File: config.mk
export PLATFORM = sky130hd
export DESIGN_NAME = dmem_port_arbiter
export DESIGN_NICKNAME = d
export VERILOG_FILES = /design/src/rtl/dmem_port_arbiter_pkg.sv /design/src/rtl/dmem_port_arbiter_rd_return_pipe.sv /design/src/rtl/dmem_port_arbiter.sv
export SDC_FILE = /design/constraint.sdc
export NUM_CORES = 1
export LEC_CHECK = 0
export BUFFER_PORTS_ARGS = -buffer_cell sky130_fd_sc_hd__buf_2
export CORE_AREA = 2 2 80 82
export DETAILED_ROUTE_END_ITERATION = 10
export DIE_AREA = 0 0 82 84
export PLACE_DENSITY = 0.73
export SLEW_MARGIN = 10
export SYNTH_ARGS = -nofsm -noshare
export SYNTH_HDL_FRONTEND = slang
export SYNTH_SLANG_ARGS = --single-unit
File: constraint.sdc
create_clock -name clock -period 1.8 [get_ports clock]
set_input_delay 0.36 -clock clock [delete_from_list [all_inputs] [get_ports clock]]
set_output_delay 0.36 -clock clock [all_outputs]
set_load 0.005 [all_outputs]
File: src/rtl/dmem_port_arbiter_pkg.sv
// ----------------------------------------------------------------------------
// dmem_port_arbiter_pkg
// Shared constants and types for the dmem port arbiter and its neighbours.
//   DMEM_ADDR_W / DMEM_DATA_W : default dmem geometry, also used by the
//                               processor and the top level
//   PORT_PROC / PORT_AUX      : port identifiers (processor, auxiliary master)
//   rd_tag_t                  : one stage of the read return pipe
// ----------------------------------------------------------------------------
package dmem_port_arbiter_pkg;

   localparam int DMEM_ADDR_W = 12;
   localparam int DMEM_DATA_W = 32;

   localparam logic PORT_PROC = 1'b0;
   localparam logic PORT_AUX  = 1'b1;

   typedef struct packed {
      logic valid;
      logic owner;
   } rd_tag_t;

endpackage

File: src/rtl/dmem_port_arbiter_rd_return_pipe.sv
// ----------------------------------------------------------------------------
// dmem_rd_return_pipe
// RD_LAT-deep shift register of {valid, owner} tags. It tracks which port owns
// the read data that the dmem presents RD_LAT cycles after a read grant.
// Ports:
//   clock   : rising-edge clock
//   reset   : asynchronous, active-high; discards every in-flight tag
//   i_tag   : tag for the access granted this cycle
//   o_tag   : tag that lines up with the current q_dmem
// ----------------------------------------------------------------------------
module dmem_rd_return_pipe
   import dmem_port_arbiter_pkg::*;
#(
   parameter int RD_LAT = 1
) (
   input  logic    clock,
   input  logic    reset,
   input  rd_tag_t i_tag,
   output rd_tag_t o_tag
);

   rd_tag_t r_stage [RD_LAT];

   always_ff @(posedge clock or posedge reset) begin
      if (reset) begin
         for (int i = 0; i < RD_LAT; i++) begin
            r_stage[i] <= '0;
         end
      end else begin
         r_stage[0] <= i_tag;
         for (int i = 1; i < RD_LAT; i++) begin
            r_stage[i] <= r_stage[i-1];
         end
      end
   end

   assign o_tag = r_stage[RD_LAT-1];

endmodule

File: src/rtl/dmem_port_arbiter.sv
// ----------------------------------------------------------------------------
// dmem_port_arbiter
// Shares the single-port synchronous dmem between the processor load/store
// path (port 0) and the auxiliary loader/debug master (port 1). At most one
// access is issued per clock; read data returns to the owning port RD_LAT
// cycles after its grant.
// Ports:
//   clock, reset                       : clock, async active-high reset
//   req0/we0/addr0/wdata0, gnt0        : port 0 request and accept
//   req1/we1/addr1/wdata1, gnt1        : port 1 request and accept
//   rvalid0, rvalid1, rdata            : read return, rdata shared by ports
//   address_dmem, data, wren, q_dmem   : dmem syncram interface
// ----------------------------------------------------------------------------
module dmem_port_arbiter
   import dmem_port_arbiter_pkg::*;
#(
   parameter int ADDR_W     = DMEM_ADDR_W,
   parameter int DATA_W     = DMEM_DATA_W,
   parameter int RD_LAT     = 1,
   parameter int FIXED_PRIO = 0,
   parameter int MAX_WAIT   = 7
) (
   input  logic              clock,
   input  logic              reset,
   input  logic              req0,
   input  logic              we0,
   input  logic [ADDR_W-1:0] addr0,
   input  logic [DATA_W-1:0] wdata0,
   output logic              gnt0,
   output logic              rvalid0,
   input  logic              req1,
   input  logic              we1,
   input  logic [ADDR_W-1:0] addr1,
   input  logic [DATA_W-1:0] wdata1,
   output logic              gnt1,
   output logic              rvalid1,
   output logic [DATA_W-1:0] rdata,
   output logic [ADDR_W-1:0] address_dmem,
   output logic [DATA_W-1:0] data,
   output logic              wren,
   input  logic [DATA_W-1:0] q_dmem
);

   localparam logic [7:0] LP_MAX_WAIT = 8'(MAX_WAIT);

   logic       r_last_gnt;
   logic [7:0] r_wait_cnt;
   logic       w_gnt0;
   logic       w_gnt1;
   rd_tag_t    w_tag_in;
   rd_tag_t    w_tag_out;

   // Grant is forced off while reset is high so nothing reaches the dmem.
   always_comb begin
      w_gnt0 = 1'b0;
      w_gnt1 = 1'b0;
      if (!reset) begin
         if (req0 && !req1) begin
            w_gnt0 = 1'b1;
         end else if (req1 && !req0) begin
            w_gnt1 = 1'b1;
         end else if (req0 && req1) begin
            if (FIXED_PRIO != 0) begin
               // port 0 wins ties until port 1 has lost MAX_WAIT cycles in a row
               if (r_wait_cnt == LP_MAX_WAIT) begin
                  w_gnt1 = 1'b1;
               end else begin
                  w_gnt0 = 1'b1;
               end
            end else begin
               if (r_last_gnt == PORT_PROC) begin
                  w_gnt1 = 1'b1;
               end else begin
                  w_gnt0 = 1'b1;
               end
            end
         end
      end
   end

   assign gnt0 = w_gnt0;
   assign gnt1 = w_gnt1;

   // Downstream drive: zero-latency mux from the granted port, idle value 0.
   always_comb begin
      address_dmem = '0;
      data         = '0;
      wren         = 1'b0;
      if (w_gnt0) begin
         address_dmem = addr0;
         data         = wdata0;
         wren         = we0;
      end else if (w_gnt1) begin
         address_dmem = addr1;
         data         = wdata1;
         wren         = we1;
      end
   end

   // Reset value of 1 makes port 0 the winner of the first round-robin tie.
   always_ff @(posedge clock or posedge reset) begin
      if (reset) begin
         r_last_gnt <= PORT_AUX;
      end else if (w_gnt0) begin
         r_last_gnt <= PORT_PROC;
      end else if (w_gnt1) begin
         r_last_gnt <= PORT_AUX;
      end
   end

   // Consecutive cycles port 1 has been waiting; only consulted in fixed mode.
   always_ff @(posedge clock or posedge reset) begin
      if (reset) begin
         r_wait_cnt <= 8'd0;
      end else if (!req1 || w_gnt1) begin
         r_wait_cnt <= 8'd0;
      end else if (r_wait_cnt < LP_MAX_WAIT) begin
         r_wait_cnt <= r_wait_cnt + 8'd1;
      end
   end

   always_comb begin
      w_tag_in       = '0;
      w_tag_in.valid = (w_gnt0 && !we0) || (w_gnt1 && !we1);
      w_tag_in.owner = w_gnt1 ? PORT_AUX : PORT_PROC;
   end

   dmem_rd_return_pipe #(
      .RD_LAT (RD_LAT)
   ) u_rd_return_pipe (
      .clock (clock),
      .reset (reset),
      .i_tag (w_tag_in),
      .o_tag (w_tag_out)
   );

   assign rvalid0 = w_tag_out.valid && (w_tag_out.owner == PORT_PROC);
   assign rvalid1 = w_tag_out.valid && (w_tag_out.owner == PORT_AUX);
   assign rdata   = q_dmem;

endmodule

==> Word-level counts from Yosys, hierarchy flattened <==
Index checks and enable logic that the tools add are counted.
Widths: inputs -> output; s select.
{ "totals": {"in_bits": 126, "latch_bits": 0, "regBits": 3, "rom_bits": 0, "out_inout_bits": 81, "word_cells": 36, "ramBits": 0, "memories": 0} }
{ "op_classes": {"n_mul": 0, "order_cmp": 0, "n_bitwise": 1, "eq_ne": 0, "div_mod_pow": 0, "n_shift": 0, "reduce_logical": 13, "addsub": 0, "n_mux": 19} }
{ "op_table": {"columns": ["op", "count"], "rows": [
  ["$mux 32", 2],
  ["$mux 12", 2],
  ["$mux 1", 15],
  ["$logic_and 1x1->1", 7],
  ["$logic_not 1->1", 4],
  ["$reduce_bool 2->1", 1],
  ["$logic_or 1x1->1", 1],
  ["$not 1->1", 1]
]} }

==> Logic depth before layout (Yosys ltp) <==
{ "logic_depth": {"depth_word": 7, "ltp_mapped": 4} }

==> Cells and area by module <==
A second synthesis with hierarchy kept.
{ "hier_totals": {"cells_unflattened": 209, "area_unflattened_um2": 1750.4} }
{ "by_module_without_submodules": {"columns": ["mod", "area_per_inst_um2", "seq_area_each_um2", "cells_each", "n_inst"], "rows": [
  ["dmem_port_arbiter", 1696.6, 26.3, 206, 1],
  ["dmem_rd_return_pipe", 53.8, 50.0, 3, 1]
]} }

==> Worst setup path before layout <==
Ideal clock, no wire load.
{ "synth_path": {"path_type": "reg2out", "startpoint": "reg r_last_gnt", "endpoint": "out address_dmem[0]", "path_stages_with_launch": 5, "t_arrival_ns": 1.092, "path_slack_ns": 0.348, "path_cell_list": "dfstp_2 > nor2b_2 > buf_6 > buf_6 > o32ai_2"} }
{ "synth_via": {"elab_chain_len": 7, "word_cells_on_any_way": 12} }
{ "synth_lines": {"columns": ["element", "line", "text"], "rows": [
  ["start: declaration", "dmem_port_arbiter.sv:46", "logic r_last_gnt;"],
  ["start signal: assignment", "dmem_port_arbiter.sv:103", "r_last_gnt <= PORT_AUX;"],
  ["start signal: assignment", "dmem_port_arbiter.sv:105", "r_last_gnt <= PORT_PROC;"],
  ["start signal: assignment", "dmem_port_arbiter.sv:107", "r_last_gnt <= PORT_AUX;"],
  ["$mux 1", "dmem_port_arbiter.sv:71", "if (r_last_gnt == PORT_PROC) begin"],
  ["$mux 1", "dmem_port_arbiter.sv:62", "end else if (req0 && req1) begin"],
  ["$mux 1", "dmem_port_arbiter.sv:60", "end else if (req1 && !req0) begin"],
  ["$mux 1", "dmem_port_arbiter.sv:58", "if (req0 && !req1) begin"],
  ["$mux 1", "dmem_port_arbiter.sv:57", "if (!reset) begin"],
  ["$mux 12", "dmem_port_arbiter.sv:93", "end else if (w_gnt1) begin"],
  ["$mux 12 *", "dmem_port_arbiter.sv:89", "if (w_gnt0) begin"],
  ["end: declaration", "dmem_port_arbiter.sv:38", "output logic [ADDR_W-1:0] address_dmem,"]
]} }
Mark *: on every way between the ends. The rest lies on a longest branch, timed or not.

==> Worst setup path in the final report <==
{ "layout_path": {"startpoint": "reg r_last_gnt", "endpoint": "out data[15]"} }
{ "layout_via": {"elab_chain_len": 7, "word_cells_on_any_way": 12} }
{ "layout_lines": {"columns": ["element", "line", "text"], "rows": [
  ["$mux 1", "dmem_port_arbiter.sv:71", null],
  ["$mux 1", "dmem_port_arbiter.sv:62", null],
  ["$mux 1", "dmem_port_arbiter.sv:60", null],
  ["$mux 1", "dmem_port_arbiter.sv:58", null],
  ["$mux 1", "dmem_port_arbiter.sv:57", null],
  ["$mux 32", "dmem_port_arbiter.sv:93", null],
  ["$mux 32 *", "dmem_port_arbiter.sv:89", null],
  ["end: declaration", "dmem_port_arbiter.sv:39", "output logic [DATA_W-1:0] data,"]
]} }
Marks and branches as above.

==> flow_summary_export.csv <==
group,metric,value,unit
outcome,outcome,"finished clean",
pwr,leakagePower,1.139,nW
cts,cts.sinks,3,
synthesis,synth_top_family_by_area,"compound AO/OA/AOI/OAI gates",
pwr,max-vdd-ir-drop,0.2153,mV
cells_and_area,stdcell_area,0.002516,mm²
cells_and_area,drive_gt1_frac,0.6515,
worst_setup_path,r2r_end,"u_rd_return_pipe.o_tag[1]$_DFF_PP0_",
synthesis,ys_ff_latch,3,
floorplan,core-area,0.006096,mm²
global_routing,grt_pass1_vias,1722,
cts,htreeDepth,1,
floorplan,core.rowCount,29,
route,via_per_inst,4.826,
floorplan,die_width,82,µm
cells_and_area,layout_common_cells,"buf_2 (142), nand2b_1 (91), o32ai_2 (36)",
min_path,hold_path.class,"primary input to async pin",
cells_and_area,syn_to_final_growth,44.16,%
worst_setup_path,critPathLaunchType,"flip-flop",
sta,finalSetupViolations,0,
synthesis,synth_area,0.001745,mm²
sta,setup_ws,0.0001195,ns
worst_setup_path,crit_path_end_kind,"primary output",
worst_setup_path,rr_worst_depth,3,
cells_and_area,fill_cells,602,
sta,drv_slew,0,
synthesis,synth_cell_type_count,18,
synthesis,ys_warn_count,0,
placed_design,placed_cells,378,
sta,relSlewSlack,0.7102,
worst_setup_path,r2r_start,"r_last_gnt$_DFFE_PP1P_",
synthesis,synth_xor_area_frac,0,
synthesis,synthesis.instances,207,
global_routing,grt_max_degree,51,
sta,tightest_slew,0.4347,ns
pwr,power,964.1,µW
cts,numCtsBuffers,3,
cells_and_area,fin_cells,384,
sta,min_period,1.800,ns
worst_setup_path,rrSetupSlack,0.63,ns
cells_and_area,nNetsFinal,434,
synthesis,synthSimpleGateAreaFrac,0.3498,
route,finalWirelength,5081,µm
job,drv_cap,0,
cells_and_area,layout_commonest_cell,"buf_2",
synthesis,syn_avg_cell_area,8.432,µm²
cts,clockRootBuffer,"clkbuf_8",
synthesis,ys_seq_area_frac,0.04373,
route,drtPass1Iterations,4,
route,drc_errors,0,
global_routing,grt_usage,0.1244,
floorplan,die-area,0.006888,mm²
cts,worst_skew_pair.late_latency,0.22,ns
worst_setup_path,cp_data_required_time,1.44,ns
synthesis,synth_fa_ha_area_frac,0,
placed_design,dp_hpwl,3809,µm
route,route.vias.total,1853,
sta,fin_worst_skew,0.0009007,ns
floorplan,pin_count,207,
cts,cts_buffer_depth,2,
worst_setup_path,crit_fanout,27,
cells_and_area,antenna_cells,0,
cts,cts.hold.buffers_added,0,
route,drt-initial-drc-count,47,
sta,max_freq,555.6,MHz
sta,fin_crit_sh,0.9999,
global_routing,antenna_found_initial,0,
cts,cts.clk_slew.worst_paths,0.03,ns
placed_design,place_congestion,0.7541,
floorplan,start_util,0.2863,
pwr,power_density,383.2,mW/mm²
floorplan,die_h,84,µm
synthesis,synth_nets,333,
placed_design,place_area,0.002276,mm²
worst_setup_path,path_class,"flip-flop to primary output",
cts,tritoncts,"yes",
worst_setup_path,arrival,1.44,ns
global_routing,gr-total-overflow,0,
synthesis,synthMuxAreaShare,0,
sta,rsz0062_at_grt,"true",
cells_and_area,fin_util,0.4128,
placed_design,place_ws,0.1470,ns
global_routing,grt_pass1_wl,7038,µm
route,wl_per_cell,13.23,µm
placed_design,port_buffers,142,
sta,finalHoldViolations,0,
route,postRouteAntennaNets,0,
synthesis,synth_compound_area_frac,0.3706,
-- metrics by stage --
stage	hold WS [ns]	setup TNS, ns
after floorplan	0.2685	0
after global placement	0.4420	0
after detailed placement	0.4566	0
after CTS	0.2237	-0.03480
after global routing	0.2520	-1.120
final	0.2286	0
-- what timing repair did --
action / CTS / global route
endpoints found under the setup margin: 6 / 44
buffers inserted: 0 / 0
pin swaps: 0 / 1
gates cloned: 0 / 2
resized for setup: 4 / 13
-- registers in the layout (all words and copies together), names as in the netlist --
signal	flops
r_last_gnt	1
u_rd_return_pipe.o_tag	2
-- cells in the mapped netlist (all sizes together) --
master,instances,area (µm²)
dfstp,1,26.28
a22o,1,8.760
and2,1,6.260
inv,2,7.500
nor2,2,7.510
or2,2,12.51
dfrtp,2,50.05
nand2b,91,569.3
a21bo,1,10.01
buf,52,389.1
nor2b,2,15.02
o32ai,46,628.1
clkbuf,4,15.01
-- cells by family after synthesis --
group           after synthesis
compound gates               48
buf+inv                      58
flops                         3
simple gates                 98
-- worst max path at each step --
stage	startpoint	to	cells past startpoint
after detailed placement	reset	data[10]	5
final	r_last_gnt$_DFFE_PP1P_	data[15]	4
after global routing	r_last_gnt$_DFFE_PP1P_	data[0]	4
after global placement	reset	data[10]	5
after CTS	r_last_gnt$_DFFE_PP1P_	data[7]	4
after floorplan	r_last_gnt$_DFFE_PP1P_	address_dmem[0]	4
-- worst max-delay path: stages (launching register included) --
cell	delay [ns]
dfstp_2	0.56
nor2b_4	0.06
buf_12	0.17
o32ai_2	0.26
buf_2	0.15
-- power by group --
| part | total (mW) | switching, mW | internal [mW] |
|---|---|---|---|
| Sequential | 0.0868 | 0.00765 | 0.0791 |
| Clock | 0.201 | 0.0492 | 0.151 |
| Combinational | 0.677 | 0.321 | 0.356 |
| Total | 0.964 | 0.378 | 0.586 |
-- per-layer routing --
metal | up-vias | track usage | part of all wire
li1 | 905 | - | -
met3 | 16 | 0.01732 | 0.081
met1 | 828 | 0.1260 | 0.38
met2 | 104 | 0.2446 | 0.52
met4 | 0 | 0.04697 | 0.020
met5 | - | 0 | 0
-- area by class of cell --
cell class | instances | area (µm²) | share of cell area
Timing Repair Buffer | 152 | 883.3 | 0.3511
Clock buffer | 4 | 45.04 | 0.01790
Sequential cell | 3 | 76.32 | 0.03033
Tap cell | 77 | 96.34 | 0.03829
Multi-Input combinational cell | 146 | 1408 | 0.5594
Inverter | 2 | 7.507 | 0.002984
(Power assumes the default switching activity.)
